$ cat config.mk
export PLATFORM = sky130hd
export DESIGN_NAME = sigmoid_divider_flat
export DESIGN_NICKNAME = d
export VERILOG_FILES = /design/src/rtl/sigmoid_divider_pkg.sv /design/src/rtl/sigmoid_divider_if.sv /design/src/rtl/sigmoid_divider_div_step.sv /design/src/rtl/sigmoid_divider.sv /design/src/flat_wrapper.sv
export SDC_FILE = /design/constraint.sdc
export NUM_CORES = 1
export LEC_CHECK = 0
export ABC_CLOCK_PERIOD_IN_PS = 7100
export BUFFER_PORTS_ARGS = -buffer_cell sky130_fd_sc_hd__clkbuf_2
export CORE_ASPECT_RATIO = 2
export CORE_MARGIN = 2
export CORE_UTILIZATION = 55
export CTS_CLUSTER_SIZE = 12
export DETAILED_ROUTE_END_ITERATION = 10
export MAX_ROUTING_LAYER = met4
export PLACE_DENSITY = 0.74
export SYNTH_ARGS = -nofsm -noshare
export SYNTH_HDL_FRONTEND = slang
export SYNTH_HIERARCHICAL = 1
export SYNTH_SLANG_ARGS = --single-unit
$ cat constraint.sdc
create_clock -name clk -period 7.1 [get_ports clk]
set_input_delay 0 -clock clk [delete_from_list [all_inputs] [get_ports clk]]
set_output_delay 0 -clock clk [all_outputs]
set_load 0.01 [all_outputs]
$ cat src/rtl/sigmoid_divider_pkg.sv
// Shared types and width helpers for the sigmoid divider slice.
// The datapath widths are derived from the CORDIC width XY_SZ.
package sigmoid_pkg;

   typedef enum logic [1:0] {
      IDLE,
      DIV,
      DONE
   } state_t;

   localparam int XY_SZ_DEFAULT = 16;
   localparam int ONE           = 1 << (XY_SZ_DEFAULT - 2);
   localparam int STEP_W        = 5;

   // Divisor, remainder and quotient widths for a given datapath width
   function automatic int d_width(input int xy_sz);
      return xy_sz + 3;
   endfunction

   function automatic int r_width(input int xy_sz);
      return xy_sz + 4;
   endfunction

   function automatic int q_width(input int xy_sz);
      return xy_sz + 1;
   endfunction

   localparam int D_W = XY_SZ_DEFAULT + 3;
   localparam int R_W = XY_SZ_DEFAULT + 4;
   localparam int Q_W = XY_SZ_DEFAULT + 1;

endpackage

$ cat src/rtl/sigmoid_divider_if.sv
// Valid/ready operand and result channels of the sigmoid divider.
// master drives operands and result acceptance; slave is the divider.
interface sigmoid_divider_if #(
   parameter int XY_SZ = 16
);

   logic               in_valid;
   logic               in_ready;
   logic [XY_SZ+1:0]   exp_in;
   logic               out_valid;
   logic               out_ready;
   logic [XY_SZ-1:0]   sig_out;

   modport master (
      output in_valid,
      output exp_in,
      output out_ready,
      input  in_ready,
      input  out_valid,
      input  sig_out
   );

   modport slave (
      input  in_valid,
      input  exp_in,
      input  out_ready,
      output in_ready,
      output out_valid,
      output sig_out
   );

endinterface

$ cat src/rtl/sigmoid_divider_div_step.sv
// One restoring-division step: optional left shift of the remainder,
// trial subtract of the divisor, and the resulting quotient bit.
module div_step
   import sigmoid_pkg::*;
#(
   parameter int XY_SZ = 16
) (
   input  logic [r_width(XY_SZ)-1:0] r,
   input  logic [d_width(XY_SZ)-1:0] d,
   input  logic                      shift_en,
   output logic [r_width(XY_SZ)-1:0] r_next,
   output logic                      q_bit
);

   localparam int RW = r_width(XY_SZ);

   logic [RW-1:0] r_shift;
   logic [RW-1:0] d_ext;

   // R stays below D between steps, so the shifted value never loses its MSB
   always_comb begin
      r_shift = shift_en ? {r[RW-2:0], 1'b0} : r;
      d_ext   = {1'b0, d};
      q_bit   = (r_shift >= d_ext);
      r_next  = q_bit ? (r_shift - d_ext) : r_shift;
   end

endmodule

$ cat src/rtl/sigmoid_divider.sv
// Logistic sigmoid back end: sig = 2^(FRAC+XY_SZ) / (2^FRAC + e^-x),
// computed by a bit-serial restoring divider, one quotient bit per cycle.
module sigmoid_divider
   import sigmoid_pkg::*;
#(
   parameter int XY_SZ = 16
) (
   input  logic                 clk,
   input  logic                 rst_n,
   sigmoid_divider_if.slave     bus
);

   localparam int FRAC = XY_SZ - 2;
   localparam int DW   = d_width(XY_SZ);
   localparam int RW   = r_width(XY_SZ);
   localparam int QW   = q_width(XY_SZ);

   localparam logic [DW-1:0]     D_ONE     = {{(DW-1){1'b0}}, 1'b1} << FRAC;
   localparam logic [RW-1:0]     R_ONE     = {{(RW-1){1'b0}}, 1'b1} << FRAC;
   localparam logic [STEP_W-1:0] LAST_STEP = STEP_W'(XY_SZ);

   state_t              state, state_next;
   logic [DW-1:0]       d_reg, d_next;
   logic [RW-1:0]       r_reg, r_next;
   logic [QW-1:0]       q_reg, q_next, q_shift;
   logic [STEP_W-1:0]   step_reg, step_next;
   logic [XY_SZ-1:0]    sig_reg, sig_next;
   logic [RW-1:0]       step_r;
   logic                step_bit;

   div_step #(
      .XY_SZ(XY_SZ)
   ) u_div_step (
      .r        (r_reg),
      .d        (d_reg),
      .shift_en (step_reg != '0),
      .r_next   (step_r),
      .q_bit    (step_bit)
   );

   // State and datapath registers; reset discards any division in flight
   always_ff @(posedge clk or negedge rst_n) begin
      if (!rst_n) begin
         state    <= IDLE;
         d_reg    <= '0;
         r_reg    <= '0;
         q_reg    <= '0;
         step_reg <= '0;
         sig_reg  <= '0;
      end else begin
         state    <= state_next;
         d_reg    <= d_next;
         r_reg    <= r_next;
         q_reg    <= q_next;
         step_reg <= step_next;
         sig_reg  <= sig_next;
      end
   end

   // Next-state and handshake logic; the result saturates when Q reaches 2^XY_SZ
   always_comb begin
      state_next    = state;
      d_next        = d_reg;
      r_next        = r_reg;
      q_next        = q_reg;
      step_next     = step_reg;
      sig_next      = sig_reg;
      q_shift       = {q_reg[QW-2:0], step_bit};
      bus.in_ready  = (state == IDLE);
      bus.out_valid = (state == DONE);

      case (state)
         IDLE: begin
            if (bus.in_valid) begin
               d_next     = D_ONE + {1'b0, bus.exp_in};
               r_next     = R_ONE;
               q_next     = '0;
               step_next  = '0;
               state_next = DIV;
            end
         end
         DIV: begin
            r_next    = step_r;
            q_next    = q_shift;
            step_next = step_reg + STEP_W'(1);
            if (step_reg == LAST_STEP) begin
               state_next = DONE;
               sig_next   = q_shift[XY_SZ] ? '1 : q_shift[XY_SZ-1:0];
            end
         end
         DONE: begin
            if (bus.out_ready) begin
               state_next = IDLE;
            end
         end
         default: begin
            state_next = IDLE;
         end
      endcase
   end

   assign bus.sig_out = sig_reg;

endmodule
$ cat src/flat_wrapper.sv
// flat-port wrapper written by rule: the top's interface ports become plain ports
module sigmoid_divider_flat import sigmoid_pkg::*;
#(
   parameter int XY_SZ = 16
)
  (clk, rst_n, bus_in_valid, bus_exp_in, bus_out_ready, bus_in_ready, bus_out_valid, bus_sig_out);
  sigmoid_divider_if #(.XY_SZ(XY_SZ)) bus_i ();
  input  logic clk;
  input  logic rst_n;
  input wire logic [$bits(bus_i.in_valid)-1:0] bus_in_valid;
  input wire logic [$bits(bus_i.exp_in)-1:0] bus_exp_in;
  input wire logic [$bits(bus_i.out_ready)-1:0] bus_out_ready;
  output wire logic [$bits(bus_i.in_ready)-1:0] bus_in_ready;
  output wire logic [$bits(bus_i.out_valid)-1:0] bus_out_valid;
  output wire logic [$bits(bus_i.sig_out)-1:0] bus_sig_out;
  assign bus_i.in_valid = bus_in_valid;
  assign bus_i.exp_in = bus_exp_in;
  assign bus_i.out_ready = bus_out_ready;
  assign bus_in_ready = bus_i.in_ready;
  assign bus_out_valid = bus_i.out_valid;
  assign bus_sig_out = bus_i.sig_out;
  sigmoid_divider #(.XY_SZ(XY_SZ)) u_core (.clk(clk), .rst_n(rst_n), .bus(bus_i));
endmodule
==> reports/results.txt, run 1 <==
DR WL/cell: 15.5 um
WP depth: 15
Mux share of post-synthesis cell area: 12.3%
Crit path buffers/inverters: 2
Fin crit share: 61.4%
Endpoints failing setup: 0
Number of CTS-inserted buffers: 9
Commonest cells in the netlist: 139 x nand2_1, 78 x dfrtp_1, 45 x inv_1, 33 x nor2_1, 32 x mux2i_1
Clock Tree Root: clkbuf_16
Slowest-stage cell, CP: nand3b_1
Via density: 5.61
Critical path startpoint category: register
First DRT Iteration DRCs: 258
Core region area: 9380 um2
Hold_sp: bus_exp_in[15]
Final Cell Area: 6000 um2
Crit path from: u_core/step_reg[1]
Largest register FFs: 20
Clock Sinks: 78
Initial antenna violation count: 0
Synthesized cell area: 5340 um2
Most used flip-flop cell after synthesis: dfrtp_1
Largest net degree at the start of global routing: 79
Vias: 4,169
GRT Total Usage: 24.0%
RSZ-0062 raised after global routing: false
Crit end category: register
CTS Buffer Depth: 2
Synth cell types: 66
CP max FO: 20
Post-synth top area cell: dfrtp_1
Vias in the first global route: 4,209
Top-area cell type share of the netlist area: 36.6%
Max-Cap Viols: 0
Status: completed
EDFF count, synth: 0
Reg-to-reg startpoint: u_core/step_reg[1]
Final nets: 679
Fin worst setup slack: 2.74 ns
Simple-gate share of the synthesized area: 25.0%
Die Area: 10,600 um2
Reg2reg setup slack: 2.74 ns
Post-CTS Hold Fix Bufs: 20
Synth warn: 6
Layout Cells excl Fill: 743
Buffers on Ports: 39
HPWL Detailed: 8.13 mm
Die extent in y: 143 um
Sequential area share after synthesis: 36.6%
Layout cell share with drive strength beyond 1: 20.8%
Syn_area_per_cell: 9.03 um2
Slew headroom: 24.3%
Post_cts resized: 0
Tmin final: 4.36 ns
CP Data Arrival Time: 4.58 ns
Io pins: 40
Area Overhead vs Synth: 12.5%
Slew Limit Fails: 0
Largest family of logic cells by synthesized area: simple AND/OR/NAND/NOR gates
Drt pass-1 iters: 4
Worst Hold Class: primary input to register
Top cells by area, synth: dfrtp_1 37%, nand2_1 9.8%, mux2i_1 6.0%
Post-CTS Setup Inserts: 0
Worst slack, placed: 2.77 ns
Insertion delay to the later sink of the worst-skew pair: 0.34 ns
GRT overflow: 0
Final GP Congestion: 0.979
CTS tree: done
DRC Markers: 0
Xor and xnor area share after synthesis: 1.97%
Placed inst area: 5470 um2
Fin. Hold Viols: 0
Synth Area in Compound Gates: 11.1%
Post-Route Setup TNS: 0 ns
Post-synthesis adder-cell area fraction: 5.53%
CP Cell Sequence: inv_1 -> ha_1 -> nand3b_1 -> nand2b_1 -> ha_1 -> fa_1 -> and2b_1 -> o211a_1 -> o21ai_1 -> a2111oi_4 -> nor2_2 -> buf_4 -> mux2_4 -> nand2_1 -> nand2_1
Die Span X: 73.6 um
Share of flip-flops with an asynchronous set or reset: 100%
Seq cells post-synth: 78
Antenna Nets Post-Route: 0
Cell family with most CP delay: simple AND/OR/NAND/NOR gates
Final WL: 11.5 mm
Reg2reg path depth: 15
Slew @ Worst Pin: 1.14 ns
Clock-pin slew on the worst setup and hold paths: 0.06 ns
Crit path to: u_core/r_reg[2]
First-pass GRT wire length: 19.3 mm
Ant. Diodes: 0
Max incr delay on CP: 0.70 ns
Standard-cell rows: 50
Placed cells: 707
Reg-to-Reg End: u_core/r_reg[2]
Effective utilization at floorplan: 56.9%
Mapped Cells: 591
Fmax: 229 MHz
Crit path kind: register to register
Most common cell in the netlist: nand2_1
Net Count, Synth: 636
Data required, critical path: 7.32 ns
Clock Skew: 0.00671 ns
Deepest level of the CTS H-tree: 3
==> layer usage <==
metal	vias to the layer above	GRT usage, %	routed length (um)
met4	0	12.1	431
met5	-	-	0
met2	88	40.9	6100
met1	1970	26.6	4640
li1	2084	-	-
met3	27	3.25	336
==> cell families (layout without fill, tap and decap cells) <==
group                      count (synthesis)  in the layout
and+or+nand+nor                          261            261
xor gates and xnor gates                  12             12
muxes                                     58             58
AOI/OAI and AO/OA                         83             83
buffers and inverters                     76            124
adders and majority gates                 23             23
DFF                                       78             78
==> final cells by class <==
type | count | area [um2]
Clock buffer | 10 | 239
Clock inverter | 6 | 93.8
Fill cell | 801 | 3380
Inverter | 45 | 169
Multi-Input combinational cell | 437 | 2990
Sequential cell | 78 | 1950
Tap cell | 104 | 130
Timing Repair Buffer | 63 | 428
==> how the worst min path moves through the flow <==
stage	end	slack [ns]	depth (start not counted)
finish	u_core/d_reg[15]	0.02	4
global route	u_core/d_reg[15]	0.07	4
CTS	u_core/d_reg[15]	0.02	4
detailed placement	u_core/state[1]	0.18	2
global placement	u_core/state[1]	0.18	2
floorplan	u_core/bus.sig_out[0]	-0.30	0
==> placed cells by master, fill, tap and decap left out, drive strengths merged, types with 3 or more instances in the layout <==
cell type	n
nand2	139
dfrtp	78
clkbuf	48
inv	46
nand3	46
nor2	35
mux2i	32
mux2	26
o21ai	24
ha	22
dlygate4sd3	20
a21oi	19
xnor2	11
nand2b	10
o21a	6
buf	5
nand4	5
nor2b	5
and3	4
a211oi	4
a21o	4
o31ai	4
o211ai	4
or3b	3
nor3	3
nor3b	3
==> metrics by stage <==
step / hold slack, ns / util (%)
2_1_floorplan: -0.296 / -
3_3_place_gp: 0.181 / 58.3
3_5_place_dp: 0.184 / 58.3
4_1_cts: 0.0243 / 63.9
5_1_grt: 0.0655 / 63.9
6_report: 0.0249 / 63.9
==> tightest hold or removal path, cell delays in order <==
cell and delay, ns:
clkbuf_2 0.10, ha_1 0.13, nand2_1 0.05, nand2_1 0.05
Power of run 1 is not shown: default switching activity piles up to over one toggle a cycle in this logic, so the estimate is an artifact.
==> run 2, diff against run 1 <==
Settings changed: ABC_AREA from default to 1, ABC_CLOCK_PERIOD_IN_PS 7100 to 4330.
Clock period 7.1 ns to 4.33 ns, I/O delays scaled along.
==> run 2 against run 1 <==
Synthesized cell count grew 26%. Via count grew 14%. Die area shrank 4.2%. First-iteration DRC count grew 36%. Largest cell class unchanged. Worst hold slack lost 0.018 ns. Synthesized area shrank 4.3%. Cell count grew 22%. Core utilization grew 0.54 points. Sequential share of layout area grew 1.1 points. Clock-buffer cell count grew 1.
==> reports/results.txt, run 2 <==
Die Span X: 72.1 um
Slew headroom: 33.5%
Simple-gate share of the synthesized area: 38.5%
Mapped Cells: 747
Synth Area in Compound Gates: 5.59%
Core region area: 9010 um2
Clock Skew: 0.00760 ns
GRT overflow: 0
Antenna Nets Post-Route: 0
Final Cell Area: 5810 um2
Xor and xnor area share after synthesis: 1.72%
GRT Total Usage: 28.5%
Net Count, Synth: 792
Vias in the first global route: 4,643
Share of flip-flops with an asynchronous set or reset: 100%
Sequential area share after synthesis: 38.2%
Vias: 4,752
Via density: 5.26
Final hold slack: 0.00652 ns
Commonest cells in the netlist: 343 x nand2_1, 90 x inv_1, 78 x dfrtp_1, 33 x nand3_1, 29 x nor2_1
EDFF count, synth: 0
Io pins: 40
Synth warn: 6
Layout Cells excl Fill: 904
Final nets: 842
Number of CTS-inserted buffers: 9
Layout cell share with drive strength beyond 1: 11.5%
Synth cell types: 34
Placed inst area: 5310 um2
Fin crit share: 85.5%
Effective utilization at floorplan: 56.6%
Data required, critical path: 4.52 ns
Final GP Congestion: 0.994
Max-Cap Viols: 0
Final WL: 13.2 mm
CTS Buffer Depth: 2
Crit end category: register
Seq cells post-synth: 78
RSZ-0062 raised after global routing: false
Status: completed
Syn_area_per_cell: 6.83 um2
Post-synth top area cell: dfrtp_1
Area Overhead vs Synth: 13.9%
Buffers on Ports: 39
Fmax: 270 MHz
Insertion delay to the later sink of the worst-skew pair: 0.34 ns
Most common cell in the netlist: nand2_1
CP Data Arrival Time: 3.90 ns
DR WL/cell: 14.6 um
Most used flip-flop cell after synthesis: dfrtp_1
Synthesized cell area: 5100 um2
CTS tree: done
Post-Route Setup TNS: 0 ns
Top cells by area, synth: dfrtp_1 38%, nand2_1 25%, inv_1 6.6%
Fin. Hold Viols: 0
DRC Markers: 0
Drt pass-1 iters: 4
Clock-pin slew on the worst setup and hold paths: 0.06 ns
Largest net degree at the start of global routing: 79
Initial antenna violation count: 0
Clock Tree Root: clkbuf_16
Worst Hold Class: primary input to register
Die Area: 10,100 um2
Slew @ Worst Pin: 0.997 ns
First-pass GRT wire length: 21.6 mm
Top-area cell type share of the netlist area: 38.2%
Placed cells: 868
CP max FO: 23
Mux share of post-synthesis cell area: 0%
Endpoints failing setup: 0
Slew Limit Fails: 0
Crit path kind: register to register
Die extent in y: 140 um
HPWL Detailed: 10.1 mm
Ant. Diodes: 0
Most common cell after layout, fill and taps aside: nand2_1
Largest family of logic cells by synthesized area: simple AND/OR/NAND/NOR gates
Standard-cell rows: 49
Tmin final: 3.70 ns
Post_cts resized: 0
Clock Sinks: 78
Most frequent cells in the layout: 343 x nand2_1, 90 x inv_1, 78 x dfrtp_1, 38 x clkbuf_2, 33 x nand3_1
Largest register FFs: 20
Post-synthesis adder-cell area fraction: 5.79%
Deepest level of the CTS H-tree: 3
First DRT Iteration DRCs: 350
Critical path startpoint category: register
run 2: changes by cell type in the layout (fill, tap and decap cells not counted), sizes merged, moves of 5 or more:
cell | before | now
nand2 | 139 | 360
inv | 46 | 95
mux2i | 32 | 0
mux2 | 26 | 0
nand4 | 5 | 22
o22ai | 0 | 16
nand3 | 46 | 33
nand2b | 10 | 0
xnor2 | 11 | 3
a21oi | 19 | 13
o21a | 6 | 0
xor2 | 1 | 7
nor2b | 5 | 0
run 2: path summary, 6_finish.rpt:
check	startpoint	endpoint	slack, ns	cells after the start
max	u_core/step_reg[0]	u_core/r_reg[14]	0.63	21
min	bus_exp_in[16]	u_core/d_reg[16]	0.007	3
max reg2reg	u_core/step_reg[0]	u_core/r_reg[14]	0.63	21
min reg2reg	u_core/bus.sig_out[10]	u_core/bus.sig_out[10]	0.47	2
max in group asynchronous	rst_n	u_core/d_reg[9]	3.29	2
min in group asynchronous	rst_n	u_core/bus.sig_out[11]	0.38	2
run 2: what timing repair did:
action | in CTS | in global routing
buffers inserted | 0 | 0
endpoints found under the hold margin | 96 | 0
hold buffers | 20 | 0
endpoints found under the setup margin | 0 | 0
run 2: kinds of logic after synthesis:
group                    count (synthesis)
XOR/XNOR                                10
AO/OA/AOI/OAI                           51
flip-flops                              78
buffers and inverters                  120
AND/OR/NAND/NOR                        465
adder cells (fa/ha/maj)                 23
run 2: layout make-up:
type / instances / area, um2
Timing Repair Buffer: 63 / 428
Clock inverter: 5 / 58.8
Clock buffer: 11 / 243
Multi-Input combinational cell: 549 / 2630
Tap cell: 102 / 128
Inverter: 96 / 368
Sequential cell: 78 / 1950
Fill cell: 835 / 3200
run 2: critical path, stage by stage (launching register included):
cell,delay (ns)
dfrtp_1,0.41
inv_1,0.11
ha_1,0.20
nand2_1,0.08
nor2_2,0.10
nand2_1,0.08
inv_1,0.37
or2_2,0.19
o21ai_0,0.18
fa_1,0.48
inv_1,0.12
nand3_1,0.08
nand3_1,0.19
nand3_1,0.11
nand3_1,0.12
nand2_1,0.10
nand2_4,0.23
inv_6,0.14
nand2_1,0.08
nand2_1,0.05
nand2_1,0.07
nand3_1,0.06
run 2: per-layer routing:
metal  GRT usage, %  share of wire [%]
met5              -                  0
met4           13.4                4.0
met3           3.74                2.7
met2           52.3                 56
met1           28.5                 37
run 2: stage by stage:
| step | setup slack, ns | utilization [%] |
|---|---|---|
| after global routing | 0.342 | 64.5 |
| final | 0.627 | 64.5 |
| after CTS | 0.631 | 64.5 |
| after floorplan | 0.717 | - |
| after detailed placement | 0.653 | 58.9 |
| after global placement | 0.827 | 58.9 |
Power of run 2 is left out for the same reason.
